<file path="src/rtl/fp_mul_rr_scheduler_if.sv">
// Requester, multiplier and response signals of the shared FP32 multiply scheduler.
// slave is the scheduler's view; master is the surrounding requesters plus the multiplier.
interface fp_mul_rr_scheduler_if #(
  parameter int N_REQ = 4
);
  logic [N_REQ-1:0]    req_valid;
  logic [N_REQ-1:0]    req_ready;
  logic [32*N_REQ-1:0] req_a;
  logic [32*N_REQ-1:0] req_b;
  logic [3*N_REQ-1:0]  req_rm;
  logic                mul_valid_in;
  logic [31:0]         mul_in1;
  logic [31:0]         mul_in2;
  logic [2:0]          mul_rounding_mode;
  logic [31:0]         mul_out;
  logic [3:0]          mul_flags;
  logic                mul_valid_out;
  logic [N_REQ-1:0]    rsp_valid;
  logic [N_REQ-1:0]    rsp_ready;
  logic [32*N_REQ-1:0] rsp_data;
  logic [4*N_REQ-1:0]  rsp_flags;
  logic                tag_error;

  modport slave (
    input  req_valid, req_a, req_b, req_rm, mul_out, mul_flags, mul_valid_out, rsp_ready,
    output req_ready, mul_valid_in, mul_in1, mul_in2, mul_rounding_mode,
           rsp_valid, rsp_data, rsp_flags, tag_error
  );

  modport master (
    output req_valid, req_a, req_b, req_rm, mul_out, mul_flags, mul_valid_out, rsp_ready,
    input  req_ready, mul_valid_in, mul_in1, mul_in2, mul_rounding_mode,
           rsp_valid, rsp_data, rsp_flags, tag_error
  );
endinterface

</file>
<file path="src/rtl/fp_mul_rr_scheduler.sv">
// Round-robin sharing of one fixed-latency FP32 multiplier between N_REQ requesters;
// a tag pipe steers each result into its requester's credit-protected response FIFO.
module fp_mul_rr_scheduler #(
  parameter int N_REQ       = 4,
  parameter int MUL_LATENCY = 4,
  parameter int RESP_DEPTH  = 4
) (
  input logic                  clk,
  input logic                  rst,
  fp_mul_rr_scheduler_if.slave bus
);
  localparam int IW = (N_REQ > 1) ? $clog2(N_REQ) : 1;
  localparam int CW = $clog2(RESP_DEPTH + 1);
  localparam int PW = (RESP_DEPTH > 1) ? $clog2(RESP_DEPTH) : 1;

  logic [IW-1:0]    rr_ptr;
  logic [IW-1:0]    winner;
  logic [IW-1:0]    issue_id;
  logic             grant_any;
  logic [N_REQ-1:0] eligible;
  logic [N_REQ-1:0] grant;
  logic [N_REQ-1:0] push;
  logic [N_REQ-1:0] pop;
  logic [CW-1:0]    credit [N_REQ];
  logic [CW-1:0]    count  [N_REQ];
  logic [PW-1:0]    wr_ptr [N_REQ];
  logic [PW-1:0]    rd_ptr [N_REQ];
  logic [35:0]      mem    [N_REQ][RESP_DEPTH];
  logic             tag_v  [MUL_LATENCY];
  logic [IW-1:0]    tag_id [MUL_LATENCY];

  function automatic logic [PW-1:0] ptr_inc(input logic [PW-1:0] p);
    return (p == PW'(RESP_DEPTH - 1)) ? '0 : p + PW'(1);
  endfunction

  // Grant is suppressed during reset so every output reads 0 while rst is high.
  always_comb begin
    eligible  = '0;
    grant     = '0;
    grant_any = 1'b0;
    winner    = rr_ptr;
    for (int i = 0; i < N_REQ; i++)
      eligible[i] = bus.req_valid[i] && (credit[i] < CW'(RESP_DEPTH));
    for (int k = 0; k < N_REQ; k++) begin
      if (!grant_any && !rst && eligible[(int'(rr_ptr) + k) % N_REQ]) begin
        grant_any = 1'b1;
        winner    = IW'((int'(rr_ptr) + k) % N_REQ);
      end
    end
    if (grant_any) grant[winner] = 1'b1;
  end

  assign bus.req_ready = grant;

  always_ff @(posedge clk or posedge rst) begin
    if (rst) begin
      rr_ptr                <= '0;
      issue_id              <= '0;
      bus.mul_valid_in      <= 1'b0;
      bus.mul_in1           <= '0;
      bus.mul_in2           <= '0;
      bus.mul_rounding_mode <= '0;
    end else begin
      bus.mul_valid_in <= grant_any;
      if (grant_any) begin
        rr_ptr                <= (winner == IW'(N_REQ - 1)) ? '0 : winner + IW'(1);
        issue_id              <= winner;
        bus.mul_in1           <= bus.req_a[32*int'(winner) +: 32];
        bus.mul_in2           <= bus.req_b[32*int'(winner) +: 32];
        bus.mul_rounding_mode <= bus.req_rm[3*int'(winner) +: 3];
      end
    end
  end

  // Tag pipe mirrors the multiplier depth so its last stage lines up with mul_valid_out.
  always_ff @(posedge clk or posedge rst) begin
    if (rst) begin
      for (int k = 0; k < MUL_LATENCY; k++) begin
        tag_v[k]  <= 1'b0;
        tag_id[k] <= '0;
      end
      bus.tag_error <= 1'b0;
    end else begin
      tag_v[0]  <= bus.mul_valid_in;
      tag_id[0] <= issue_id;
      for (int k = 1; k < MUL_LATENCY; k++) begin
        tag_v[k]  <= tag_v[k-1];
        tag_id[k] <= tag_id[k-1];
      end
      if (bus.mul_valid_out != tag_v[MUL_LATENCY-1]) bus.tag_error <= 1'b1;
    end
  end

  always_comb begin
    push          = '0;
    pop           = '0;
    bus.rsp_valid = '0;
    bus.rsp_data  = '0;
    bus.rsp_flags = '0;
    for (int i = 0; i < N_REQ; i++) begin
      push[i]          = bus.mul_valid_out && tag_v[MUL_LATENCY-1] &&
                         (tag_id[MUL_LATENCY-1] == IW'(i));
      bus.rsp_valid[i] = (count[i] != '0);
      pop[i]           = bus.rsp_valid[i] && bus.rsp_ready[i];
      if (bus.rsp_valid[i]) begin
        bus.rsp_data[32*i +: 32] = mem[i][rd_ptr[i]][35:4];
        bus.rsp_flags[4*i +: 4]  = mem[i][rd_ptr[i]][3:0];
      end
    end
  end

  // Credits cover in-flight plus queued results, so a push never meets a full FIFO.
  always_ff @(posedge clk or posedge rst) begin
    if (rst) begin
      for (int i = 0; i < N_REQ; i++) begin
        credit[i] <= '0;
        count[i]  <= '0;
        wr_ptr[i] <= '0;
        rd_ptr[i] <= '0;
      end
    end else begin
      for (int i = 0; i < N_REQ; i++) begin
        if (grant[i] && !pop[i])      credit[i] <= credit[i] + CW'(1);
        else if (!grant[i] && pop[i]) credit[i] <= credit[i] - CW'(1);
        if (push[i] && !pop[i])       count[i]  <= count[i] + CW'(1);
        else if (!push[i] && pop[i])  count[i]  <= count[i] - CW'(1);
        if (push[i]) wr_ptr[i] <= ptr_inc(wr_ptr[i]);
        if (pop[i])  rd_ptr[i] <= ptr_inc(rd_ptr[i]);
      end
    end
  end

  always_ff @(posedge clk) begin
    for (int i = 0; i < N_REQ; i++)
      if (push[i]) mem[i][wr_ptr[i]] <= {bus.mul_out, bus.mul_flags};
  end
endmodule
</file>
<file path="src/flat_wrapper.sv">
// flat-port wrapper written by rule: the top's interface ports become plain ports
module fp_mul_rr_scheduler_flat 
#(
  parameter int N_REQ       = 4,
  parameter int MUL_LATENCY = 4,
  parameter int RESP_DEPTH  = 4
)
  (clk, rst, bus_req_valid, bus_req_a, bus_req_b, bus_req_rm, bus_mul_out, bus_mul_flags, bus_mul_valid_out, bus_rsp_ready, bus_req_ready, bus_mul_valid_in, bus_mul_in1, bus_mul_in2, bus_mul_rounding_mode, bus_rsp_valid, bus_rsp_data, bus_rsp_flags, bus_tag_error);
  fp_mul_rr_scheduler_if #(.N_REQ(N_REQ)) bus_i ();
  input logic clk;
  input logic rst;
  input wire logic [$bits(bus_i.req_valid)-1:0] bus_req_valid;
  input wire logic [$bits(bus_i.req_a)-1:0] bus_req_a;
  input wire logic [$bits(bus_i.req_b)-1:0] bus_req_b;
  input wire logic [$bits(bus_i.req_rm)-1:0] bus_req_rm;
  input wire logic [$bits(bus_i.mul_out)-1:0] bus_mul_out;
  input wire logic [$bits(bus_i.mul_flags)-1:0] bus_mul_flags;
  input wire logic [$bits(bus_i.mul_valid_out)-1:0] bus_mul_valid_out;
  input wire logic [$bits(bus_i.rsp_ready)-1:0] bus_rsp_ready;
  output wire logic [$bits(bus_i.req_ready)-1:0] bus_req_ready;
  output wire logic [$bits(bus_i.mul_valid_in)-1:0] bus_mul_valid_in;
  output wire logic [$bits(bus_i.mul_in1)-1:0] bus_mul_in1;
  output wire logic [$bits(bus_i.mul_in2)-1:0] bus_mul_in2;
  output wire logic [$bits(bus_i.mul_rounding_mode)-1:0] bus_mul_rounding_mode;
  output wire logic [$bits(bus_i.rsp_valid)-1:0] bus_rsp_valid;
  output wire logic [$bits(bus_i.rsp_data)-1:0] bus_rsp_data;
  output wire logic [$bits(bus_i.rsp_flags)-1:0] bus_rsp_flags;
  output wire logic [$bits(bus_i.tag_error)-1:0] bus_tag_error;
  assign bus_i.req_valid = bus_req_valid;
  assign bus_i.req_a = bus_req_a;
  assign bus_i.req_b = bus_req_b;
  assign bus_i.req_rm = bus_req_rm;
  assign bus_i.mul_out = bus_mul_out;
  assign bus_i.mul_flags = bus_mul_flags;
  assign bus_i.mul_valid_out = bus_mul_valid_out;
  assign bus_i.rsp_ready = bus_rsp_ready;
  assign bus_req_ready = bus_i.req_ready;
  assign bus_mul_valid_in = bus_i.mul_valid_in;
  assign bus_mul_in1 = bus_i.mul_in1;
  assign bus_mul_in2 = bus_i.mul_in2;
  assign bus_mul_rounding_mode = bus_i.mul_rounding_mode;
  assign bus_rsp_valid = bus_i.rsp_valid;
  assign bus_rsp_data = bus_i.rsp_data;
  assign bus_rsp_flags = bus_i.rsp_flags;
  assign bus_tag_error = bus_i.tag_error;
  fp_mul_rr_scheduler #(.N_REQ(N_REQ), .MUL_LATENCY(MUL_LATENCY), .RESP_DEPTH(RESP_DEPTH)) u_core (.clk(clk), .rst(rst), .bus(bus_i));
endmodule
</file>
<file path="config.mk">
export PLATFORM = sky130hd
export DESIGN_NAME = fp_mul_rr_scheduler_flat
export DESIGN_NICKNAME = d
export VERILOG_FILES = /design/src/rtl/fp_mul_rr_scheduler_if.sv /design/src/rtl/fp_mul_rr_scheduler.sv /design/src/flat_wrapper.sv
export SDC_FILE = /design/constraint.sdc
export NUM_CORES = 1
export LEC_CHECK = 0
export CELL_PAD_IN_SITES_DETAIL_PLACEMENT = 1
export CELL_PAD_IN_SITES_GLOBAL_PLACEMENT = 2
export CORE_ASPECT_RATIO = 0.6
export CORE_UTILIZATION = 41
export DETAILED_ROUTE_END_ITERATION = 10
export HOLD_SLACK_MARGIN = 0.12
export MAX_ROUTING_LAYER = met4
export PLACE_DENSITY_LB_ADDON = 0.1
export SLEW_MARGIN = 20
export SYNTH_ARGS = -nofsm -noshare
export SYNTH_HDL_FRONTEND = slang
export SYNTH_SLANG_ARGS = --single-unit
</file>
<file path="constraint.sdc">
create_clock -name clk -period 18.71 [get_ports clk]
set_clock_uncertainty 0.1 [all_clocks]
set_input_delay 3.742 -clock clk [delete_from_list [all_inputs] [get_ports clk]]
set_output_delay 3.742 -clock clk [all_outputs]
set_load 0.01 [all_outputs]
</file>
* Word level (Yosys, flattened, before mapping)
Memory sizes are Yosys's and may differ from the RTL's.
Index checks and enable logic that the tools add are counted.
** Word-level totals
- Flip-flop bits (word level) :: 125
- RAM bits :: 576
- Memories :: 1
- Word-level logic and storage cells :: 277
** Memories
- u_core.mem :: depth 4, bits a word 144, read ports 4, clocked after Yosys merged registers in 0, write ports 1, RTL line fp_mul_rr_scheduler.sv:28 : logic [35:0] mem [N_REQ][RESP_DEPTH];
** Cells by class
- Add/subtract/negate cells :: 28
- Reductions and logical operators :: 76
- Muxes and demuxes :: 91
- $lt $le $gt $ge :: 22
- Multiply operators :: 1
- Shifts and indexed selects :: 3
- Equality and inequality tests :: 13
- Bitwise logic cells :: 11
** Operators with widths (count)
- $mux W144 :: 10
- $mux W36 :: 12
- $reduce_or A144 Y1 :: 3
- $bmux W36 S2 :: 4
- $demux W36 S2 :: 4
- $shiftx A128 B8 Y32 :: 2
- $mux W32 :: 4
- $mux W3 :: 16
- $logic_and A1 B1 Y1 :: 41
- $shiftx A12 B32 Y3 :: 1
- $mux W2 :: 15
- $add A3 B1 Y3 const B :: 8
- $ge A3 B3 Y1 const B :: 8
- $not A2 Y3 :: 8
- $sub A3 B1 Y3 const B :: 8
- $eq A2 B2 Y1 const B :: 11
- $add A2 B1 Y2 const B :: 10
- $mux W4 :: 5
- $logic_not A1 Y1 :: 16
- $mux W1 :: 16
- $reduce_bool A2 Y1 :: 8
- $lt A3 B1 Y1 const B :: 4
- $lt A3 B3 Y1 const B :: 4
- $lt A3 B4 Y1 const B :: 3
- 12 further kinds :: 24

* Depth between registers and ports, before layout
Gate-level depths: netlist (run 1).
- Word-level depth :: 27
- Mapped depth :: 16
- Mapped depth without buffers :: 14

* Least setup slack after synthesis (run 1)
No wires, ideal clock.
- Path kind :: input port to output port
- From :: input rst
- To :: output bus_req_ready[1]
- Arrival time :: 7.846 ns
- Data required time :: 14.868 ns
- Path buffers :: 3
- Stages on the path :: 8
- Setup slack :: 7.022 ns
- Cells stage by stage :: inv_1 o41ai_1 clkbuf_1 nor2_1 mux2i_1 buf_4 buf_6 nor2_1
** Between the ends
- Longest elaborated chain between the ends :: 20
- Elaborated cells between the ends (all ways) :: 24
- Those cells by class :: 2 x order compare; 10 x mux; 12 x reduce/logical
** RTL lines
- start: declaration :: RTL line flat_wrapper.sv:11 : input logic rst;
- $logic_not A1 Y1 (*) :: RTL line fp_mul_rr_scheduler.sv:45 : if (!grant_any && !rst && eligible[(int'(rr_ptr) + k) % N_REQ]) begin
- $logic_and A1 B1 Y1 :: RTL line fp_mul_rr_scheduler.sv:45
- $mux W1 :: RTL line fp_mul_rr_scheduler.sv:45
- $logic_not A1 Y1 :: RTL line fp_mul_rr_scheduler.sv:45
- $logic_and A1 B1 Y1 (2 in a row) :: RTL line fp_mul_rr_scheduler.sv:45
- $mux W1 :: RTL line fp_mul_rr_scheduler.sv:45
- $logic_not A1 Y1 :: RTL line fp_mul_rr_scheduler.sv:45
- $logic_and A1 B1 Y1 (2 in a row) :: RTL line fp_mul_rr_scheduler.sv:45
- $mux W1 :: RTL line fp_mul_rr_scheduler.sv:45
- $logic_not A1 Y1 :: RTL line fp_mul_rr_scheduler.sv:45
- $logic_and A1 B1 Y1 (2 in a row) :: RTL line fp_mul_rr_scheduler.sv:45
- $mux W2 :: RTL line fp_mul_rr_scheduler.sv:45
- $lt A2 B3 Y1 (implied by the code) or $ge A2 B1 Y1 (tied branches) :: RTL line fp_mul_rr_scheduler.sv:50 : if (grant_any) grant[winner] = 1'b1;
- $logic_and A1 B1 Y1 (implied by the code) :: RTL line fp_mul_rr_scheduler.sv:50
- $mux W1 (implied by the code) :: RTL line fp_mul_rr_scheduler.sv:50
- $demux W1 S2
- $mux W4 (*) :: RTL line fp_mul_rr_scheduler.sv:50
- end: declaration :: RTL line flat_wrapper.sv:20 : output wire logic [$bits(bus_i.req_ready)-1:0] bus_req_ready;
Mark *: on every way between the ends. The rest lies on a longest branch, timed or not.

* Final worst setup path (run 1)
- From :: input bus_req_valid[0]
- To :: output bus_req_ready[3]
** Between the ends
- Longest elaborated chain between the ends :: 22
- Elaborated cells between the ends (all ways) :: 35
- Those cells by class :: 2 x order compare; 21 x mux; 12 x reduce/logical
** RTL lines
- start: declaration :: RTL line flat_wrapper.sv:12 : input wire logic [$bits(bus_i.req_valid)-1:0] bus_req_valid;
- $logic_and A1 B1 Y1 (*) :: RTL line fp_mul_rr_scheduler.sv:43 : eligible[i] = bus.req_valid[i] && (credit[i] < CW'(RESP_DEPTH));
- $bmux W1 S2 :: RTL line fp_mul_rr_scheduler.sv:45
- $mux W1 (implied by the code) :: RTL line fp_mul_rr_scheduler.sv:45
- $logic_and A1 B1 Y1 :: RTL line fp_mul_rr_scheduler.sv:45
- $mux W1 :: RTL line fp_mul_rr_scheduler.sv:45
- $logic_not A1 Y1 :: RTL line fp_mul_rr_scheduler.sv:45
- $logic_and A1 B1 Y1 (2 in a row) :: RTL line fp_mul_rr_scheduler.sv:45
- $mux W1 :: RTL line fp_mul_rr_scheduler.sv:45
- (+4 left out)
- $logic_not A1 Y1 :: RTL line fp_mul_rr_scheduler.sv:45
- $logic_and A1 B1 Y1 (2 in a row) :: RTL line fp_mul_rr_scheduler.sv:45
- $mux W2 :: RTL line fp_mul_rr_scheduler.sv:45
- $lt A2 B3 Y1 (implied by the code) or $ge A2 B1 Y1 (tied branches) :: RTL line fp_mul_rr_scheduler.sv:50
- $logic_and A1 B1 Y1 (implied by the code) :: RTL line fp_mul_rr_scheduler.sv:50
- $mux W1 (implied by the code) :: RTL line fp_mul_rr_scheduler.sv:50
- $demux W1 S2
- $mux W4 (*) :: RTL line fp_mul_rr_scheduler.sv:50
Mark *: on every way between the ends. The rest lies on a longest branch, timed or not. The select of a mux whose other input is x is not followed.

==> results_dict.tcl, run 1 <==
set metrics [dict create \
    ctsResizeCount 0 \
    ys_warn_count 0 \
    path_class "input port to primary output" \
    ant_nets 0 \
    hp-class "flip-flop to flip-flop" \
    final-hold-violation-count 0 \
    power_leakage_uw 0.01309 \
    max-slew-margin-rel_pct 25.47 \
    maxCapViolations 0 \
    ir_drop_mv 0.08470 \
    finalCriticalPeriod_ns 12.17 \
    worst_pin_slew_ns 1.118 \
    wirelength_mm 86.29 \
    final_cell_mix "edfxtp_1 (576), clkdlybuf4s50_1 (535), a211oi_1 (160)" \
    crit_buf_inv 4 \
    core-area_um2 71790 \
    syn_area_um2 29750 \
    finalSetupTns_ns 0 \
    async_flop_share_pct 17.83 \
    drtIter0Drc 1511 \
    r2r_slack_ns 13.12 \
    crit_start "bus_req_valid[0]" \
    wire_per_inst_um 26.27 \
    stdcell_count 3285 \
    cp_slowest_cell "buf_4" \
    status "finished, final reports clean" \
    clk_latency_ns 0.65 \
    cp_top_family "buffers and inverters" \
    rows 76 \
    place_congestion 0.8292 \
    yosysUniqueCellTypes 57 \
    cts_made_buffers 61 \
    grt_antenna_before_repair 4 \
    critical_path.endpoint "bus_req_ready[3]" \
    grt_pass1_wl_mm 124.8 \
    crit_cells 11 \
    cp_common_cell "clkdlybuf4s50_1" \
    seq_area_um2 20440 \
    end_kind "primary output" \
    reg2regPathDepth 16 \
    cts_tree "yes" \
    die_h_um 210.7 \
    initial_core_util_pct 41.44 \
    finalNetCount 2609 \
    final_common_cell "edfxtp_1" \
    ctsLongestPathBuffers 3 \
    clkSinkCount 701 \
    synth_edf_count 576 \
    yosysTopAreaCellShare_pct 58.14 \
    dp.cells 3168 \
    power_density_nw_per_um2 152.8 \
    fin_crit_sh_pct 65.02 \
    start_kind "input port" \
    viasPerCell 5.412 \
    areaGrowthSynthToFinish_pct 28.56 \
    cp.arrival_ns 8.32 \
    grt_use_total_pct 23.82 \
    worstPathMaxFanout 71 \
    cts_setup_buffers 0 \
    finalSetupViolCount 0 \
    port_buffers 535 \
    rsz0062_at_grt "false" \
    ys.flop_type "edfxtp_1" \
    rr_endpoint "u_core.credit[2]$_DFFE_PP0P_" \
    reg2reg_from "u_core.rr_ptr[1]$_DFFE_PP0P_" \
    die_area_um2 73680 \
    cts-htree-levels 2 \
    ios 536 \
    first_pass_iters 6 \
    synth_top_area_cell "edfxtp_1" \
    synth_seq_cells 701 \
    hpwl_mm 54.73 \
    worstPathCellList "clkdlybuf4s50_1 > nor2b_1 > o32ai_1 > a32o_1 > o2111ai_1 > o21ai_1 > inv_6 > buf_4 > ha_1 > and2_1 > clkdlybuf4s50_1" \
    synthTopCellsByArea "edfxtp_1 (58%), mux4_2 (11%), dfrtp_1 (11%), a211oi_1 (4.0%), and2_1 (3.4%)" \
    slew_viol_final 0 \
    root_buffer "clkbuf_16" \
    fmax_mhz 82.20 \
    layout-drive-gt1-share_pct 16.02 \
    syn_inst 1732 \
    fin_util_pct 53.28 \
    avgSynthCellArea_um2 17.18 \
    clk_pin_slew_worst_paths_ns 0.06 \
    cp.required_ns 14.87 \
    fillers 6726 \
    gr-total-overflow 0 \
    grt_max_degree 85 \
    drcViolationCount 0 \
    ctsHoldBuffers 0 \
    num_vias 17780 \
    yosysSeqAreaShare_pct 68.65 \
    critical_path.max_stage_delay_ns 0.88 \
    grt_pass1_vias 18770 \
    multi_input_area_um2 8554 \
    die_w_um 349.8 \
    syn_nets 2085 \
]
-- state kept, by name, indices dropped and copies added (netlist names), 3 cells and up --
register / count
u_core.wr_ptr: 8
u_core.tag_id: 8
u_core.bus.mul_in1: 32
u_core.bus.mul_in2: 32
u_core.count: 12
u_core.tag_v: 4
u_core.mem: 576
u_core.credit: 12
u_core.rd_ptr: 8
u_core.bus.mul_rounding_mode: 3
-- metal layers --
layer	global-route usage, %	vias to the layer above	routed length (um)
met5	-	-	0
met4	5.051	0	1491
met3	3.091	89	3528
met2	38.52	426	43510
met1	32.51	9491	37750
li1	-	7771	-
-- stage by stage --
stage | hold WS (ns) | setup WS [ns] | power, uW | instance area (um2)
3_5_place_dp | 0.2355 | 6.555 | 4578 | 36170
4_1_cts | 0.2524 | 6.540 | 5918 | 38230
5_1_grt | 0.2557 | 6.304 | 6120 | 38240
6_report | 0.2503 | 6.544 | 5843 | 38250
3_3_place_gp | 0.2357 | 6.643 | 4528 | 36170
2_1_floorplan | 0.2312 | 7.022 | 3432 | 29750
-- cells in the mapped netlist (2+ instances only) --
master    instances
a211oi_1        160
a211oi_2         40
a21o_1            5
a21oi_1           4
and2_1          161
and3_1            2
buf_1            11
buf_2            19
buf_4             7
buf_6             4
clkbuf_1         67
clkbuf_4          2
dfrtp_1         125
edfxtp_1        576
fa_1              8
ha_1             30
inv_1            85
mux2_2           13
mux2i_1          69
mux4_2          146
nand2_1          22
nand2b_1          5
nand4_1           2
nor2_1           88
nor2b_1           4
nor3_1            6
nor3b_1           2
o211ai_1          2
o21ai_0          10
o21ai_1           2
o22ai_1           2
or2_2             2
or3_1             4
xnor2_1           9
xor2_1           16
-- kinds of logic after synthesis --
logic type      Yosys count  synth area share [%]
compound gates          240                 6.708
fa+ha+maj                38                 1.800
flops                   701                 68.65
xor+xnor                 25                0.7360
simple gates            303                 5.459
buf+inv                 197                 2.780
mux                     228                 13.87
-- worst min path at each step --
stage | start | depth (start not counted) | slack, ns | endpoint
finish | u_core.tag_id[2]$_DFF_PP0_ | 0 | 0.25 | u_core.tag_id[0]$_DFF_PP0_
global route | u_core.tag_id[2]$_DFF_PP0_ | 0 | 0.26 | u_core.tag_id[0]$_DFF_PP0_
CTS | u_core.tag_id[2]$_DFF_PP0_ | 0 | 0.25 | u_core.tag_id[0]$_DFF_PP0_
detailed placement | u_core.tag_v[2]$_DFF_PP0_ | 0 | 0.24 | u_core.tag_v[1]$_DFF_PP0_
global placement | u_core.tag_v[3]$_DFF_PP0_ | 0 | 0.24 | u_core.tag_v[2]$_DFF_PP0_
floorplan | u_core.tag_id[2]$_DFF_PP0_ | 0 | 0.23 | u_core.tag_id[0]$_DFF_PP0_
-- final cells by class --
| class | count | share of cell area (%) |
|---|---|---|
| sequential | 701 | 53.43 |
| multi-input combinational | 834 | 22.37 |
| timing repair buffer | 571 | 14.72 |
| clock buffer | 68 | 4.060 |
| tap | 975 | 3.189 |
| clock inverter | 43 | 1.322 |
| inverter | 87 | 0.8799 |
| antenna | 6 | 0.03925 |
-- power breakdown --
| group | total, uW | internal, uW | switching (uW) |
|---|---|---|---|
| clock | 1330 | 739 | 591 |
| combinational | 2470 | 1230 | 1240 |
| sequential | 2040 | 1880 | 158 |
Power figures use the tool's default switching activity.
==> run 2: changes to the inputs <==
Settings changed: CORE_UTILIZATION 41 to 34.
Clock period 18.71 ns to 10.7 ns, I/O delays scaled along.
==> run 2 against run 1 <==
  * Via count decreased by 0.25%
  * Hold slack lost 0.0057 ns
  * Utilization decreased by 8.3 points
  * Routed wire length rose by 5.4%
  * Design area rose by 1.3%
  * First-iteration DRC count down 35%
  * Register-to-register slack got worse by 8.0 ns
  * Largest power group unchanged
==> results_dict.tcl, run 2 (synthesis results as in run 1) <==
set metrics [dict create \
    status "finished, final reports clean" \
    cts-htree-levels 3 \
    path_class "input port to primary output" \
    whs_ns 0.2446 \
    dp.cells 3340 \
    reg2reg_from "u_core.rr_ptr[1]$_DFFE_PP0P_" \
    fillers 8333 \
    initial_core_util_pct 34.56 \
    r2r_slack_ns 5.12 \
    place_congestion 0.8136 \
    slew_viol_final 0 \
    grt_use_total_pct 20.97 \
    port_buffers 535 \
    hold_depth 0 \
    gr-total-overflow 0 \
    ant_nets 0 \
    grt_max_degree 76 \
    end_kind "primary output" \
    ctsResizeCount 0 \
    fmax_mhz 117.6 \
    drcViolationCount 0 \
    final_cell_mix "edfxtp_1 (576), clkdlybuf4s50_1 (535), a211oi_1 (160)" \
    final-hold-violation-count 0 \
    rr_endpoint "u_core.credit[1]$_DFFE_PP0P_" \
    rows 83 \
    worst_pin_slew_ns 1.127 \
    wirelength_mm 90.91 \
    hpwl_mm 58.15 \
    power_leakage_uw 0.01321 \
    ctsHoldBuffers 0 \
    reg2regPathDepth 13 \
    grt_antenna_before_repair 7 \
    cp.required_ns 8.46 \
    ir_drop_mv 0.1290 \
    wire_per_inst_um 26.15 \
    final_common_cell "edfxtp_1" \
    stdcell_count 3476 \
    rsz0062_at_grt "false" \
    clk_pin_slew_worst_paths_ns 0.06 \
    maxCapViolations 0 \
    max-slew-margin-rel_pct 24.85 \
    grt_pass1_wl_mm 130.8 \
    core-area_um2 86090 \
    crit_start "bus_req_valid[0]" \
    die_w_um 383.9 \
    clk_latency_ns 0.63 \
    finalCriticalPeriod_ns 8.507 \
    viasPerCell 5.102 \
    cts_made_buffers 71 \
    finalNetCount 2619 \
    holdPathEnd "u_core.tag_id[4]$_DFF_PP0_" \
    die_h_um 231.1 \
    finalSetupTns_ns 0 \
    clkSinkCount 701 \
    layout-drive-gt1-share_pct 16.22 \
    cts_setup_buffers 0 \
    root_buffer "clkbuf_16" \
    cp.arrival_ns 6.27 \
    drtIter0Drc 980 \
    worstPathMaxFanout 75 \
    finalSetupViolCount 0 \
    fin_crit_sh_pct 79.50 \
    num_vias 17730 \
    ctsLongestPathBuffers 3 \
    die_area_um2 88730 \
    ios 536 \
    areaGrowthSynthToFinish_pct 30.24 \
    hp-class "flip-flop to flip-flop" \
    first_pass_iters 4 \
    grt_pass1_vias 18810 \
    power_density_nw_per_um2 269.7 \
    largest_reg_flops 576 \
    cts_tree "yes" \
    hp-start "u_core.tag_id[6]$_DFF_PP0_" \
    start_kind "input port" \
]
-- run 2: cell types whose count changed in the layout (fill, tap and decap cells not counted), moves of 3 or more --
| cell | change |
|---|---|
| clkbuf_1 | +5 |
| clkbuf_16 | +11 |
| clkinv_8 | +5 |
| clkinvlp_4 | +3 |
| diode_2 | +5 |
| inv_6 | -4 |
-- run 2: worst max-delay path by stage --
stage | end | depth (start not counted)
5_1_grt | bus_req_ready[3] | 10
4_1_cts | bus_req_ready[3] | 9
3_5_place_dp | bus_req_ready[3] | 10
2_1_floorplan | bus_req_ready[1] | 8
6_report | bus_req_ready[3] | 10
3_3_place_gp | bus_req_ready[3] | 9
-- run 2: critical path, stage by stage --
cell and delay [ns]:
clkdlybuf4s50_1 0.47, nor2b_1 0.61, nand4_1 0.25, nor4b_1 0.78, a211oi_2 0.15, o21ai_1 0.43, inv_6 0.37, ha_1 0.36
and2_1 0.17, clkdlybuf4s50_1 0.52
-- run 2: final cells by class --
type,count,area (um2),area share (%)
Antenna cell,11,27.53,0.07104
Sequential cell,701,20440,52.74
Inverter,87,337.8,0.8719
Clock inverter,41,476.7,1.230
Tap cell,1147,1435,3.704
Timing Repair Buffer,571,5629,14.53
Clock buffer,84,1847,4.766
Multi-Input combinational cell,834,8558,22.09
-- run 2: through the flow --
stage	total power, uW	cell area (um2)	util [%]	setup slack [ns]
2_1_floorplan	6001	29750	-	2.216
3_3_place_gp	7981	36390	42.27	2.365
3_5_place_dp	8072	36390	42.27	2.225
4_1_cts	10650	38710	44.96	2.218
5_1_grt	11000	38730	44.99	1.939
6_report	10450	38750	45.01	2.193
-- run 2: layer usage --
layer,share of wire (%),track usage [%],vias up
met2,49,32.96,358
met4,2.1,5.291,0
met3,4.2,3.529,111
met5,0,-,-
met1,45,28.34,9457
li1,-,-,7807
-- run 2: power by group --
| part | switching (uW) | total [uW] | internal [uW] |
|---|---|---|---|
| registers | 287 | 3580 | 3290 |
| clock network | 1090 | 2520 | 1440 |
| logic | 2200 | 4350 | 2150 |
==> run 3: changes to the inputs <==
Clock period 10.7 ns to 7.3 ns, I/O delays scaled along.
==> run 3 against run 2 <==
  * Routed wire length down 0.27%
  * Non-clock buffer count up 2
  * Clock power up 47%
  * Cell count down 0.14%
  * Combinational power up 44%
  * Flip-flop and latch count unchanged
  * Critical path type unchanged
  * Critical endpoint unchanged
==> results_dict.tcl, run 3 (synthesis results as in run 1) <==
set metrics [dict create \
    status "finished, final reports clean" \
    whs_ns 0.2508 \
    worst_pin_slew_ns 1.077 \
    final-hold-violation-count 0 \
    initial_core_util_pct 34.56 \
    fin_util_pct 45.00 \
    fmax_mhz 150.1 \
    cts_tree "yes" \
    gr-usage-met3_pct 3.784 \
    clk_pin_slew_worst_paths_ns 0.06 \
    num_vias 17640 \
    hpwl_mm 58.99 \
    grt_busiest_layer "met2" \
    end_kind "primary output" \
    root_buffer "clkbuf_16" \
    cp.required_ns 5.74 \
    slew_viol_final 0 \
    port_buffers 535 \
    cts_made_buffers 70 \
    cp.arrival_ns 5.10 \
    grt_antenna_before_repair 1 \
    switching_share_pct 34.11 \
    pwr-share-clk_pct 24.2 \
    grt_max_degree 75 \
    place_congestion 0.8200 \
    viasPerCell 5.082 \
    core-area_um2 86090 \
    cts-htree-levels 3 \
    p_sw_uw 5222 \
    max-slew-margin-rel_pct 28.19 \
    die_area_um2 88730 \
    place_area_um2 36400 \
    layout-drive-gt1-share_pct 16.02 \
    wire_per_inst_um 26.12 \
    p_int_uw 10090 \
    final_cell_mix "edfxtp_1 (576), clkdlybuf4s50_1 (535), a211oi_1 (160)" \
    die_w_um 383.9 \
    finalNetCount 2620 \
    start_kind "input port" \
    drtIter0Drc 1226 \
    ir_drop_mv 0.2129 \
    worstPathMaxFanout 20 \
    seq_power_share_pct 34.8 \
    path_class "input port to primary output" \
    final_common_cell "edfxtp_1" \
    final_cell_area_um2 38740 \
    fin_crit_sh_pct 91.25 \
    clk_latency_ns 0.64 \
    finalSetupTns_ns 0 \
    areaGrowthSynthToFinish_pct 30.21 \
    first_pass_iters 5 \
    gr-total-overflow 0 \
    p_comb_share_pct 41.0 \
    finalCriticalPeriod_ns 6.661 \
    maxCapViolations 0 \
    grtUsageMet1_pct 27.82 \
    ctsResizeCount 0 \
    power_leakage_uw 0.01322 \
    grt_pass1_vias 18830 \
    drcViolationCount 0 \
    grt_use_total_pct 20.86 \
    ctsHoldBuffers 0 \
    wirelength_mm 90.67 \
    ios 536 \
    grt_pass1_wl_mm 130.0 \
    hp-class "flip-flop to flip-flop" \
    clkSinkCount 701 \
    rsz0062_at_grt "false" \
    ant_nets 0 \
    ctsLongestPathBuffers 3 \
    die_h_um 231.1 \
    largest_reg_flops 576 \
    finalSetupViolCount 0 \
    rows 83 \
    power_density_nw_per_um2 395.2 \
    cts_setup_buffers 0 \
    use_met2_pct 32.93 \
    power.total_uw 15310 \
]
==> run 3: cell count changes in the layout (fill, tap and decap cells not counted), sizes merged <==
| cell | before | now |
|---|---|---|
| diode | 11 | 2 |
| clkinvlp | 6 | 3 |
| inv | 87 | 90 |
| buf | 36 | 38 |
| clkbuf | 84 | 86 |
==> run 3: worst paths after layout <==
path / start / end / slack, ns / cells past startpoint
max: bus_req_valid[0] / bus_req_ready[3] / 0.64 / 10
max reg2reg: u_core.rr_ptr[1]$_DFFE_PP0P_ / u_core.credit[1]$_DFFE_PP0P_ / 2.73 / 12
min: u_core.tag_id[4]$_DFF_PP0_ / u_core.tag_id[2]$_DFF_PP0_ / 0.25 / 0
min in group asynchronous: rst / u_core.bus.mul_rounding_mode[0]$_DFFE_PP0P_ / 1.36 / 2
min reg2reg: u_core.tag_id[4]$_DFF_PP0_ / u_core.tag_id[2]$_DFF_PP0_ / 0.25 / 0
max in group asynchronous: rst / u_core.rd_ptr[4]$_DFFE_PP0P_ / 4.56 / 3
==> run 3: final cells by class <==
cell class	instances	area (um2)
diodes	2	5.005
fillers	8363	47350
inverters	87	336.6
multi-input cells	834	8558
repair buffers	573	5644
well taps	1147	1435
clock inverters	41	470.5
flip-flops and latches	701	20440
clock buffers	86	1853
==> run 3: power groups by stage <==
stage	registers [uW]	clock network, uW	logic, uW
finish	5320	3710	6280
global route	5400	3950	6730
CTS	5340	3810	6420
detailed placement	5410	0	6380
global placement	5390	0	6290
floorplan	5190	0	3610
==> run 3: stage by stage <==
stage,instances,worst slack [ns]
after floorplan,1732,0.1761
final,3471,0.6388
after global placement,3342,0.7978
after global routing,3470,0.3783
after detailed placement,3342,0.7049
after CTS,3469,0.6923
==> run 3: per-layer routing <==
layer  up-vias  part of all wire, %
met1      9358                   44
met5         -                    0
li1       7799                    -
met4         0                  2.4
met3       112                  4.2
met2       370                   49
==> run 3: critical path, cell delays in order <==
cell             delay (ns)
clkdlybuf4s50_1        0.48
nor2b_1                0.62
nand4_1                0.23
nor4b_1                0.70
a211oi_2               0.11
o21ai_1                0.38
inv_6                  0.17
ha_1                   0.25
and2_1                 0.16
clkdlybuf4s50_1        0.52
